[src/rtl/riscv_multicycle_control.sv]
// rtl/riscv_multicycle_control.sv - main control FSM for the multi-cycle RV32 datapath
module riscv_multicycle_control #(
  parameter int TIMEOUT_CYCLES = 255,
  parameter int STATE_W        = 4
) (
  input  logic               clk,
  input  logic               reset,
  input  logic [31:0]        instruction,
  input  logic               mem_ready,
  input  logic               zero,
  output logic               pc_write,
  output logic               pc_write_cond,
  output logic               pc_source,
  output logic               iord,
  output logic               mem_read,
  output logic               mem_write,
  output logic               ir_write,
  output logic               mem_to_reg,
  output logic               reg_write,
  output logic [1:0]         alu_src_a,
  output logic [1:0]         alu_src_b,
  output logic [1:0]         ALUOp,
  output logic               illegal_instr,
  output logic               mem_timeout,
  output logic [31:0]        instr_retired,
  output logic [STATE_W-1:0] state
);

  typedef enum logic [STATE_W-1:0] {
    S_FETCH   = STATE_W'(0),
    S_DECODE  = STATE_W'(1),
    S_MEMADR  = STATE_W'(2),
    S_MEMRD   = STATE_W'(3),
    S_MEMWB   = STATE_W'(4),
    S_MEMWR   = STATE_W'(5),
    S_EXEC    = STATE_W'(6),
    S_ADDI_EX = STATE_W'(7),
    S_ALUWB   = STATE_W'(8),
    S_BRANCH  = STATE_W'(9)
  } state_t;

  localparam logic [6:0]  OP_R    = 7'b0110011;
  localparam logic [6:0]  OP_ADDI = 7'b0010011;
  localparam logic [6:0]  OP_LW   = 7'b0000011;
  localparam logic [6:0]  OP_SW   = 7'b0100011;
  localparam logic [6:0]  OP_BEQ  = 7'b1100011;
  localparam logic [15:0] TO_LIM  = 16'(TIMEOUT_CYCLES - 1);

  state_t      r_state;
  state_t      w_next;
  logic [15:0] r_tcnt;
  logic [31:0] r_retired;
  logic        r_illegal;
  logic        r_timeout;
  logic        w_illegal;
  logic        w_retire;
  logic        w_wait;
  logic        w_timeout;
  logic [6:0]  w_opcode;
  logic        w_unused;

  assign w_opcode  = instruction[6:0];
  assign w_unused  = ^{instruction[31:7], zero};
  assign w_wait    = (r_state == S_FETCH) || (r_state == S_MEMRD) || (r_state == S_MEMWR);
  // Ready on the limit cycle wins over the abort.
  assign w_timeout = w_wait && !mem_ready && (r_tcnt == TO_LIM);

  always_ff @(posedge clk) begin
    if (reset) begin
      r_state   <= S_FETCH;
      r_tcnt    <= 16'd0;
      r_retired <= 32'd0;
      r_illegal <= 1'b0;
      r_timeout <= 1'b0;
    end else begin
      r_state   <= w_next;
      r_illegal <= w_illegal;
      r_timeout <= w_timeout;
      r_retired <= r_retired + 32'(w_retire);
      if ((w_next != r_state) || w_timeout) begin
        r_tcnt <= 16'd0;
      end else if (w_wait) begin
        r_tcnt <= r_tcnt + 16'd1;
      end
    end
  end

  always_comb begin
    w_next        = S_FETCH;
    w_illegal     = 1'b0;
    w_retire      = 1'b0;
    pc_write      = 1'b0;
    pc_write_cond = 1'b0;
    pc_source     = 1'b0;
    iord          = 1'b0;
    mem_read      = 1'b0;
    mem_write     = 1'b0;
    ir_write      = 1'b0;
    mem_to_reg    = 1'b0;
    reg_write     = 1'b0;
    alu_src_a     = 2'b00;
    alu_src_b     = 2'b00;
    ALUOp         = 2'b00;
    case (r_state)
      S_FETCH: begin
        mem_read  = 1'b1;
        alu_src_b = 2'b01;
        ir_write  = mem_ready;
        pc_write  = mem_ready;
        w_next    = mem_ready ? S_DECODE : S_FETCH;
      end
      S_DECODE: begin
        alu_src_a = 2'b10;
        alu_src_b = 2'b10;
        case (w_opcode)
          OP_LW, OP_SW: w_next = S_MEMADR;
          OP_R:         w_next = S_EXEC;
          OP_ADDI:      w_next = S_ADDI_EX;
          OP_BEQ:       w_next = S_BRANCH;
          default:      w_illegal = 1'b1;
        endcase
      end
      S_MEMADR: begin
        alu_src_a = 2'b01;
        alu_src_b = 2'b10;
        w_next    = (w_opcode == OP_LW) ? S_MEMRD : S_MEMWR;
      end
      S_MEMRD: begin
        mem_read = 1'b1;
        iord     = 1'b1;
        w_next   = mem_ready ? S_MEMWB : S_MEMRD;
      end
      S_MEMWB: begin
        reg_write  = 1'b1;
        mem_to_reg = 1'b1;
        w_retire   = 1'b1;
      end
      S_MEMWR: begin
        mem_write = 1'b1;
        iord      = 1'b1;
        w_retire  = mem_ready;
        w_next    = mem_ready ? S_FETCH : S_MEMWR;
      end
      S_EXEC: begin
        alu_src_a = 2'b01;
        ALUOp     = 2'b10;
        w_next    = S_ALUWB;
      end
      S_ADDI_EX: begin
        alu_src_a = 2'b01;
        alu_src_b = 2'b10;
        w_next    = S_ALUWB;
      end
      S_ALUWB: begin
        reg_write = 1'b1;
        w_retire  = 1'b1;
      end
      S_BRANCH: begin
        alu_src_a     = 2'b01;
        ALUOp         = 2'b01;
        pc_write_cond = 1'b1;
        pc_source     = 1'b1;
        w_retire      = 1'b1;
      end
      default: w_next = S_FETCH;
    endcase
    if (w_timeout) begin
      w_next = S_FETCH;
    end
    if (reset) begin
      pc_write      = 1'b0;
      pc_write_cond = 1'b0;
      pc_source     = 1'b0;
      iord          = 1'b0;
      mem_read      = 1'b0;
      mem_write     = 1'b0;
      ir_write      = 1'b0;
      mem_to_reg    = 1'b0;
      reg_write     = 1'b0;
      alu_src_a     = 2'b00;
      alu_src_b     = 2'b00;
      ALUOp         = 2'b00;
    end
  end

  assign illegal_instr = r_illegal & ~reset;
  assign mem_timeout   = r_timeout & ~reset;
  assign instr_retired = r_retired;
  assign state         = r_state;

endmodule

[config.mk]
export PLATFORM = sky130hd
export DESIGN_NAME = riscv_multicycle_control
export DESIGN_NICKNAME = d
export VERILOG_FILES = /design/src/rtl/riscv_multicycle_control.sv
export SDC_FILE = /design/constraint.sdc
export NUM_CORES = 1
export LEC_CHECK = 0
export ABC_AREA = 1
export CAP_MARGIN = 0
export CORE_MARGIN = 5
export CORE_UTILIZATION = 35
export DETAILED_ROUTE_END_ITERATION = 10
export SYNTH_ARGS = -nofsm -noshare
export SYNTH_HDL_FRONTEND = slang
export SYNTH_SLANG_ARGS = --single-unit
[constraint.sdc]
create_clock -name clk -period 4.4 [get_ports clk]
set_clock_uncertainty 0.1 [all_clocks]
set_input_delay 1.32 -clock clk [delete_from_list [all_inputs] [get_ports clk]]
set_output_delay 1.32 -clock clk [all_outputs]
set_load 0.05 [all_outputs]
==> results.toml, run 1 <==
[run_status]
status = "finished, final reports clean"

[cells_and_area]
areaGrowthSynthToFinish_pct = 30.3
final_area_um2 = 4150
final_cell_mix = "nor2_1, nand2_1, inv_1, dfxtp_1, clkdlybuf4s50_1"
fin_nets = 571
drive_above_1_share_pct = 12.8
multi_input_area_um2 = 1780
diodes = 0
num-fill-cells = 887
final_common_cell = "nor2_1"
seqCellArea_um2 = 1080

[critical_path]
cp-startpoint = "reset"
criticalPathCategory = "input port to output port"
arrival_ns = 2.63
cp_max_fo = 37
setup.worst_path.end_class = "output port"
r2r-start = "state[2]$_SDFF_PP0_"
required_ns = 2.98
start_kind = "input port"

[clocking]
cts.htree.levels = 2
clock_latency_ns = 0.31
cts_post_setup_buffers_inserted = 0
tritoncts = "done"
cts-root-buf = "clkbuf_8"
clockBufferDepth = 2
cts_buffers = 5
cts_sinks = 54
postCtsHoldBufs = 0
path_clk_slew_ns = 0.10
cts_resized = 0

[sta]
min_period_over_period_pct = 92.1
tns_ns = 0
final-setup-viol-count = 0
timing.fmax_ghz = 0.247
drv_slew = 0
hold_violations = 0
rsz0062_at_grt = "false"
relSlewSlack_pct = 63.6
tightest_slew_ns = 0.542
fin_crit_ns = 4.05

[worst_hold_path]
holdCritPathClass = "register to register"
min_from = "instr_retired[31]$_SDFF_PP0_"

[synth]
synthSimpleGateAreaFrac_pct = 40.5
syn_area_per_cell_um2 = 6.78
synth_top_family_by_area = "simple AND/OR/NAND/NOR gates"
yosys_most_used_dff = "dfxtp_1"
synth_fp_nets = 510
synthAdderAreaFrac_pct = 1.57
synth_cell_types = 35
synth_seq_cells = 54
yosysSeqAreaShare_pct = 33.9
synth-edff-count = 0
synthXorXnorAreaFrac_pct = 4.13
async_flop_share_pct = 0
netlist_instances = 470
synth_compound_area_share_pct = 9.31
synth.area.mux_share_pct = 0.314
syn_area_um2 = 3180
synth_warnings = 0

[routing]
num_vias = 3097
wl_per_cell_um = 11.9
drc = 0
dr.pass1.iters = 4
wirelength_um = 7600
avgViaCountPerCell = 4.85
drt_iter0_drc = 121
antenna_left = 0

[grt]
grt_start_max_net_pins = 38
grt.overflow.total = 0
grt_usage_pct = 13.9
antenna_found_initial = 0
grt_pass1_wl_um = 13100
first_global_vias = 2838

[placed_design]
gp_congestion = 0.875
detailed_place_hpwl_um = 6040
port_buffers = 62
postPlaceCellArea_um2 = 4060

[floorplanning]
row_count = 34
floorplan.die.height_um = 105
die_area_um2 = 11100
io_pins = 89
start_util_pct = 36.2
die_w_um = 105
core_area_um2 = 8810

[job]
maxCapViolations = 0

[pwr]
power_leakage_nw = 1.60
irDropWorstVdd_mv = 0.117
power_density_nw_per_um2 = 207
finalPower_uw = 857
## sequential cells by signal (all words and copies together), names as in the netlist
register / count
r_timeout: 1
r_tcnt: 16
state: 4
instr_retired: 32
r_illegal: 1
## stage by stage
stage	instances	hold WS [ns]	setup WS, ns	utilization (%)
global route	639	0.424	0.312	47.1
global placement	632	0.335	0.325	46.1
finish	639	0.363	0.349	47.1
floorplan	470	0.429	0.147	-
detailed placement	632	0.348	0.288	46.1
CTS	639	0.364	0.345	47.1
## cells by family (layout without fill, tap and decap cells)
logic type               Yosys count  in the layout
AO/OA/AOI/OAI                     56             56
XOR/XNOR                          15             15
adder cells (fa/ha/maj)            4              4
buffers and inverters             78            139
flip-flops                        54             54
multiplexers                       1              1
AND/OR/NAND/NOR                  262            262
## path summary, 6_finish.rpt
check	to	slack (ns)	depth (start not counted)
max reg2reg	instr_retired[28]$_SDFF_PP0_	1.38	15
min	instr_retired[31]$_SDFF_PP0_	0.36	1
max	pc_write_cond	0.35	4
min reg2reg	instr_retired[31]$_SDFF_PP0_	0.36	1
## routing by layer
layer	share of wire, %	GRT usage, %	up-vias
met3	4.6	2.44	4
met1	46	17.9	1417
met5	0	0	-
met4	0.80	3.19	0
met2	49	24.2	57
li1	-	-	1619
## area by class of cell
cell class,count,area share [%]
sequential,54,26.1
multi-input combinational,338,43.0
inverter,67,6.06
clock inverter,2,0.362
timing repair buffer,65,19.6
clock buffer,5,1.66
tap,108,3.26
## where the power goes
part / switching [mW] / internal [mW]
clock network: 0.162 / 0.109
logic: 0.0565 / 0.0353
registers: 0.00346 / 0.491
## synth_stat cells (4+ instances only)
cell	number	area, µm²
nand2_2	6	37.5
xor2_1	12	105
nand2_1	76	285
a21oi_1	26	130
nor3_1	22	110
dfxtp_1	54	1080
nor2_4	9	101
nor3b_1	4	30.0
inv_1	61	229
nand3_1	38	190
nor2_1	79	297
o21ai_0	20	100
nor2_2	13	81.3
nand4_1	6	37.5
ha_1	4	50.1
inv_2	6	22.5
## critical path, stage by stage
cell,delay (ns)
clkdlybuf4s50_1,0.45
buf_12,0.19
nor2_1,0.45
buf_12,0.21
(Power assumes the default switching activity.)
==> run 2: changes to the inputs <==
CORE_UTILIZATION = 52   (was 35)
CTS_CLUSTER_SIZE = 20   (was default)
PLACE_DENSITY = 0.86   (was default)
SETUP_SLACK_MARGIN = 0.02   (was default)
==> results.toml, run 2 (synthesized netlist as in run 1, its figures left out) <==
[placed_design]
port_buffers = 62
gp_congestion = 0.928
detailed_place_hpwl_um = 6110
postPlaceCellArea_um2 = 4020
post-place-ws_ns = 0.288
dp.cells = 600

[cells_and_area]
final_common_cell = "nor2_1"
areaGrowthSynthToFinish_pct = 29.0
fin_nets = 572
layout.cells.non_filler = 608
diodes = 0
drive_above_1_share_pct = 13.1
final_cell_mix = "nor2_1, nand2_1, inv_1, dfxtp_1, clkdlybuf4s50_1"
final_area_um2 = 4110
largest_reg_flops = 32

[sta]
relSlewSlack_pct = 64.5
tns_ns = 0
fin_crit_ns = 3.99
timing.fmax_ghz = 0.251
rsz0062_at_grt = "false"
tightest_slew_ns = 0.531
final-setup-viol-count = 0
hold_violations = 0
min_period_over_period_pct = 90.6
drv_slew = 0
setup_ws_ns = 0.412

[critical_path]
r2r-start = "state[2]$_SDFF_PP0_"
cp_max_fo = 21
cp_cell_sequence = "clkdlybuf4s50_1 -> buf_4 -> nor3_1 -> buf_12"
start_kind = "input port"
cp_slowest_cell = "clkdlybuf4s50_1"
setup.worst_path.end_class = "output port"
required_ns = 2.98
arrival_ns = 2.57
slowest_delay_ns = 0.45
cp-startpoint = "reset"
criticalPathCategory = "input port to output port"

[floorplanning]
io_pins = 89
core_area_um2 = 5920
row_count = 28
floorplan.die.height_um = 88.3
die_w_um = 88.3
start_util_pct = 53.8
die_area_um2 = 7790

[clocking]
clockBufferDepth = 2
cts_post_setup_buffers_inserted = 0
cts-root-buf = "clkbuf_8"
path_clk_slew_ns = 0.09
cts_buffers = 5
cts_sinks = 54
clock_latency_ns = 0.32
postCtsHoldBufs = 0
tritoncts = "done"
cts_resized = 0
cts.htree.levels = 2

[routing]
wirelength_um = 7950
avgViaCountPerCell = 5.32
wl_per_cell_um = 13.1
num_vias = 3234
drc = 0
drt_iter0_drc = 157
dr.pass1.iters = 4
antenna_left = 0

[job]
maxCapViolations = 0

[grt]
grt.overflow.total = 0
grt_usage_pct = 22.0
first_global_vias = 3259
grt_start_max_net_pins = 22
antenna_found_initial = 0
grt_pass1_wl_um = 13900

[pwr]
irDropWorstVdd_mv = 0.158
finalPower_uw = 874
power_leakage_nw = 1.61
power_density_nw_per_um2 = 213

[worst_hold_path]
min_from = "instr_retired[31]$_SDFF_PP0_"
holdCritPathClass = "register to register"

[run_status]
status = "finished, final reports clean"
==> run 2: path summary, 6_finish.rpt <==
kind	endpoint	slack, ns	depth (start not counted)
worst max-delay path	ALUOp[1]	0.41	4
worst min-delay path	instr_retired[31]$_SDFF_PP0_	0.37	1
worst max register to register	instr_retired[30]$_SDFF_PP0_	1.32	15
worst min register to register	instr_retired[31]$_SDFF_PP0_	0.37	1
==> run 2: area by class of cell <==
class,count,area [µm²]
multi-input combinational,338,1780
inverter,67,251
sequential,54,1080
tap,75,93.8
clock inverter,3,21.3
fill,486,1810
clock buffer,5,68.8
timing repair buffer,66,808
==> run 2: where the power goes <==
group	switching, mW	internal, mW	total [mW]
Combinational	0.0589	0.0353	0.0941
Clock	0.173	0.112	0.285
Sequential	0.00393	0.491	0.495
Total	0.235	0.638	0.874
==> run 2: critical path, delay by kind of cell <==
| kind | cells | cell delay (ns) |
|---|---|---|
| AND/OR/NAND/NOR | 1 | 0.36 |
| buffers and inverters | 3 | 0.88 |
==> run 2: metal layers <==
metal	global-route usage, %	vias up	wire (µm)
li1	-	1624	-
met1	26.3	1467	3270
met2	37.7	125	3970
met3	4.47	18	539
met4	10.4	0	166
met5	0	-	0
==> run 2: per-stage QoR <==
stage / hold WS, ns / utilization, %
4_1_cts: 0.371 / 69.4
3_3_place_gp: 0.333 / 67.9
2_1_floorplan: 0.429 / -
5_1_grt: 0.420 / 69.4
6_report: 0.369 / 69.4
3_5_place_dp: 0.355 / 67.9
==> run 3: changes to the inputs <==
SETUP_SLACK_MARGIN = default   (was 0.02)
==> results of run 3 <==
The final DEF is identical to that of run 2; final timing and power are the same.
==> patch 1, RTL diff (flow settings as in run 1) <==
`STATE_W`: 4 -> 6.
--- a/src/rtl/riscv_multicycle_control.sv
+++ b/src/rtl/riscv_multicycle_control.sv
@@ -3,3 +3,3 @@
   parameter int TIMEOUT_CYCLES = 255,
-  parameter int STATE_W        = 4
+  parameter int STATE_W        = 6
 ) (
Ports: changed (resized state); port bits go from 89 to 91. No check against the original RTL was run, so the function may have changed too.
==> patch 1 against run 1 <==
Final cell count rose by 3.6%; setup slack improved by 11 ps; hold slack improved by 35 ps; routed wire length rose by 10%; total power rose by 5.2%; synthesized area rose by 2.8%; synthesized cell count rose by 4.0%; cell area rose by 2.4%; fmax rose by 0.28%; sequential cell count did not move; global-route usage rose by 1.1 points; combinational power rose by 13%; critical path type unchanged; critical endpoint unchanged; largest cell class unchanged.
==> patch 1: results (changes against run 1) <==
CTS tree yes; Synth Warn # 0 (unchanged); met2 GRT Util 24.9% (+0.73 points); DR pass1 iterations 5 (+1); Async S/R FF share, synth 0% (unchanged); Routed met3 length 504 um (+45%); routability cong. 0.885 (+1.2%); initial antenna violation count 0 (unchanged); max FFs per register 32 (unchanged); slowest CP cell clkdlybuf4s50_1; Clock Latency Late Sink ~320 ps; Initial DRC Count 153 (+26%); # H-tree levels 2 (unchanged); Leakage 1.50 nW (-6.1%); vias in the first global route 3,017 (+6.3%); clock root cell clkbuf_8; routed vias/inst 4.94 (+1.9%); status completed; port bufs 62 (unchanged); share of cells above drive strength 1 11.4% (-1.4 points); GR Util met3 3.01% (+0.57 points); post-CTS resize count 0 (unchanged); drt wl/cell 12.6 um (+6.2%); clock slew at reported path FFs between 100 and 150 ps; nets@finish 590 (+3.3%); Clock Path Buffers 2 (unchanged); met1 usage 19.6% (+1.7 points); commonest cells in the netlist nor2_1, nand2_1, inv_1, dfxtp_1, nand3_1; diode count 0 (unchanged); Worst VDD drop 0.109 mV (-6.5%); total CTS buffers 5 (unchanged); largest net degree at the start of global routing 25 (-34%); crit-path max FO 5 (-86%); largest cells by area after synthesis dfxtp_1, nor2_1, nand2_1; Rel. slew slack 59.2% (-4.4 points); post-synthesis cell type count 38 (+8.6%); Global Route Usage Sum 15.0% (+1.1 points); metal1 wirelength 3900 um (+11%); area post-placement 4150 um^2 (+2.0%); post-synthesis sequential area ratio 33.0% (-0.91 points); Hold Path Class register to register; first-pass GRT wire length 14,200 um (+8.5%); highest metal used met4; post-DP HPWL 6600 um (+9.3%); met2 WL post-DR 3850 um (+4.5%); postcts setup bufs 0 (unchanged); CP max stage delay 540 ps (+90 ps); CP Data Arrival Time 2620 ps (about the same)
-- patch 1: changes by cell type after synthesis, sizes merged, moves of 2 or more --
cell   before  now
nor2      102   90
xnor2       3    5
o21ai      22   19
inv        67   71
buf         8   11
nor4        1    7
o21a        2    0
a21oi      26   28
nor3       22   38
-- patch 1: through the flow --
step                worst slack [ps]  power, mW  std cells  hold slack (ps)  util (%)
detailed placement               351      0.611        654              381      45.1
floorplan                        150      0.576        490              442         -
global route                     296      0.944        662              444      46.2
global placement                 384      0.610        654              370      45.1
CTS                              351      0.916        662              399      46.2
finish                           360      0.902        662              398      46.2
-- patch 1: where the power goes --
| group | switching [mW] | internal [mW] |
|---|---|---|
| combinational | 0.0668 | 0.0375 |
| clock | 0.173 | 0.130 |
| sequential | 0.00352 | 0.491 |
| total | 0.243 | 0.659 |
-- patch 1: critical path: cells and delay by family --
kind / cells / cell delay, ps
buf+inv: 2 / 760
simple gates: 1 / 540
-- patch 1: worst paths after layout --
kind,cells past startpoint,from,end,slack (ps)
setup / recovery,3,reset,pc_write_cond,360
hold / removal,2,instr_retired[28],instr_retired[28],400
setup reg to reg,13,state[0],instr_retired[24],1440
hold reg to reg,2,instr_retired[28],instr_retired[28],400
-- patch 1: kinds of logic after synthesis --
group	Yosys count	share of synthesized area [%]
buf+inv	86	11.2
xor+xnor	17	4.55
fa+ha+maj	4	1.53
simple gates	274	40.9
compound gates	51	8.11
mux	2	0.612
flops	54	33.0
other cells	1	0.115
-- patch 1: final cells by class --
class / instances / area [um^2]
Clock buffer: 6 / 82.6
Tap cell: 111 / 139
Clock inverter: 2 / 17.5
Multi-Input combinational cell: 350 / 1840
Timing Repair Buffer: 68 / 823
Sequential cell: 54 / 1080
Inverter: 71 / 267
Fill cell: 948 / 4950
==> patch 2, RTL diff (flow settings as in run 1) <==
Without the edit above. Make the reset (`reset`) asynchronous in one clocked block.
--- a/src/rtl/riscv_multicycle_control.sv
+++ b/src/rtl/riscv_multicycle_control.sv
@@ -67,3 +67,3 @@
 
-  always_ff @(posedge clk) begin
+  always_ff @(posedge clk or posedge reset) begin
     if (reset) begin
Formal check against the unedited RTL: differs if reset is asserted again (counterexample within 4 cycles, from zero or initial values and one cycle with reset high); with reset held inactive, the same outputs for 10 cycles.
==> patch 2 against run 1 <==
Cell area grew 0.84%; first-iteration DRC count shrank 28%; setup slack lost 33 ps; sequential share of layout area grew 6.2 points; critical endpoint is now ALUOp[0]; synthesized area grew 0.16%; register-to-register slack gained 70 ps; routed wire length shrank 3.6%; sequential cell count is the same.
Power is not compared: it rests on default switching activity, and its combinational part moved more than twofold at a synthesized area within 25%.
==> patch 2: results (changes against run 1) <==
slowest CP cell clkdlybuf4s50_1; Clock Path Buffers 2 (unchanged); hold slack final 379 ps (+15.8 ps); Worst R2R Start state[1]; # H-tree levels 2 (unchanged); DR vias 2,704 (-13%); share of cells above drive strength 1 14.5% (+1.7 points); Clock Latency Late Sink 310 ps (about the same); Hold Path End instr_retired[31]; Global Route Usage Sum 13.5% (-0.35 points); Leakage 1.90 nW; Reg2Reg Capture Point instr_retired[24]; Async S/R FF share, synth 100% (+100 points); clock slew at reported path FFs 100 ps (about the same); drt wl/cell 13.2 um (+11%); first-pass GRT wire length 12,500 um (-4.2%); postcts setup bufs 0 (unchanged); commonest cells in the netlist nand2_1, nor2_1, dfrtp_1, inv_1, xor2_1; post-DP HPWL 5790 um (-4.0%); pre-CTS WS 248 ps (-40.4 ps); CP Data Arrival Time 2660 ps (+30 ps); Main synth FF type dfrtp_1; area post-placement 4080 um^2 (+0.46%); diode count 0 (unchanged); port bufs 62 (unchanged); Hold Path Class register to register; DR pass1 iterations 4 (unchanged); crit path capture ALUOp[0]; hold-critical path depth 1 (unchanged); nets@finish 488 (-15%); total CTS buffers 5 (unchanged); largest net degree at the start of global routing 55 (+45%); min-delay src instr_retired[31]; Synth Warn # 0 (unchanged); initial antenna violation count 0 (unchanged); Tcrit/Tclk final 92.8% (+0.76 points); largest cells by area after synthesis dfrtp_1, xor2_1, nand2_1; CP max stage delay 590 ps (+140 ps); NetSw between 0.3 and 0.4 mW; post-synthesis cell type count 28 (-20%); crit-path max FO 9 (-76%); routability cong. 0.910 (+4.0%); Worst R2R Setup Slack 1450 ps (+70 ps); Post-Syn Nets 421 (-17%); clock root cell clkbuf_8; Initial DRC Count 87 (-28%); max FFs per register 32 (unchanged); worst slew pin tran 687 ps (+146 ps); vias in the first global route 2,614 (-7.9%); status completed; Reg2Reg Depth 12 (-3); post-synthesis sequential area ratio 42.4% (+8.4 points)
[patch 2: through the flow]
stage / utilization (%) / std cells
4_1_cts: 47.5 / 557
3_5_place_dp: 46.4 / 549
5_1_grt: 47.5 / 557
2_1_floorplan: - / 381
3_3_place_gp: 46.4 / 549
6_report: 47.5 / 557
[patch 2: power groups by stage]
| stage | registers, mW | clock network (mW) | logic (mW) |
|---|---|---|---|
| finish | 0.548 | 0.296 | 0.265 |
| global route | 0.554 | 0.331 | 0.285 |
| CTS | 0.549 | 0.308 | 0.271 |
| detailed placement | 0.559 | 0 | 0.270 |
| global placement | 0.557 | 0 | 0.267 |
| floorplan | 0.613 | 0 | 0.128 |
[patch 2: final cells by class]
class,count,area [um^2]
multi-input combinational,271,1600
clock inverter,2,17.5
sequential,54,1350
clock buffer,6,82.6
tap,108,135
inverter,51,195
timing repair buffer,65,801
fill,859,4620
[patch 2: routing by layer]
metal | GRT usage (%) | up-vias | routed length, um
met1 | 17.9 | 1284 | 3320
li1 | - | 1355 | -
met5 | 0 | - | 0
met2 | 23.0 | 60 | 3640
met3 | 2.87 | 5 | 326
met4 | 2.53 | 0 | 42
[patch 2: kinds of logic (layout without fill, tap and decap cells)]
family / Yosys count / count (layout) / synth area share, %
DFF: 54 / 54 / 42.4
xor gates and xnor gates: 44 / 44 / 12.1
buffers and inverters: 56 / 124 / 7.45
adders and majority gates: 4 / 4 / 1.57
and+or+nand+nor: 211 / 211 / 34.4
AOI/OAI and AO/OA: 12 / 12 / 2.08
[patch 2: worst max-delay path: cells and delay by family]
| kind | cells | cell delay, ps |
|---|---|---|
| buffers and inverters | 2 | 800 |
| and+or+nand+nor | 1 | 540 |
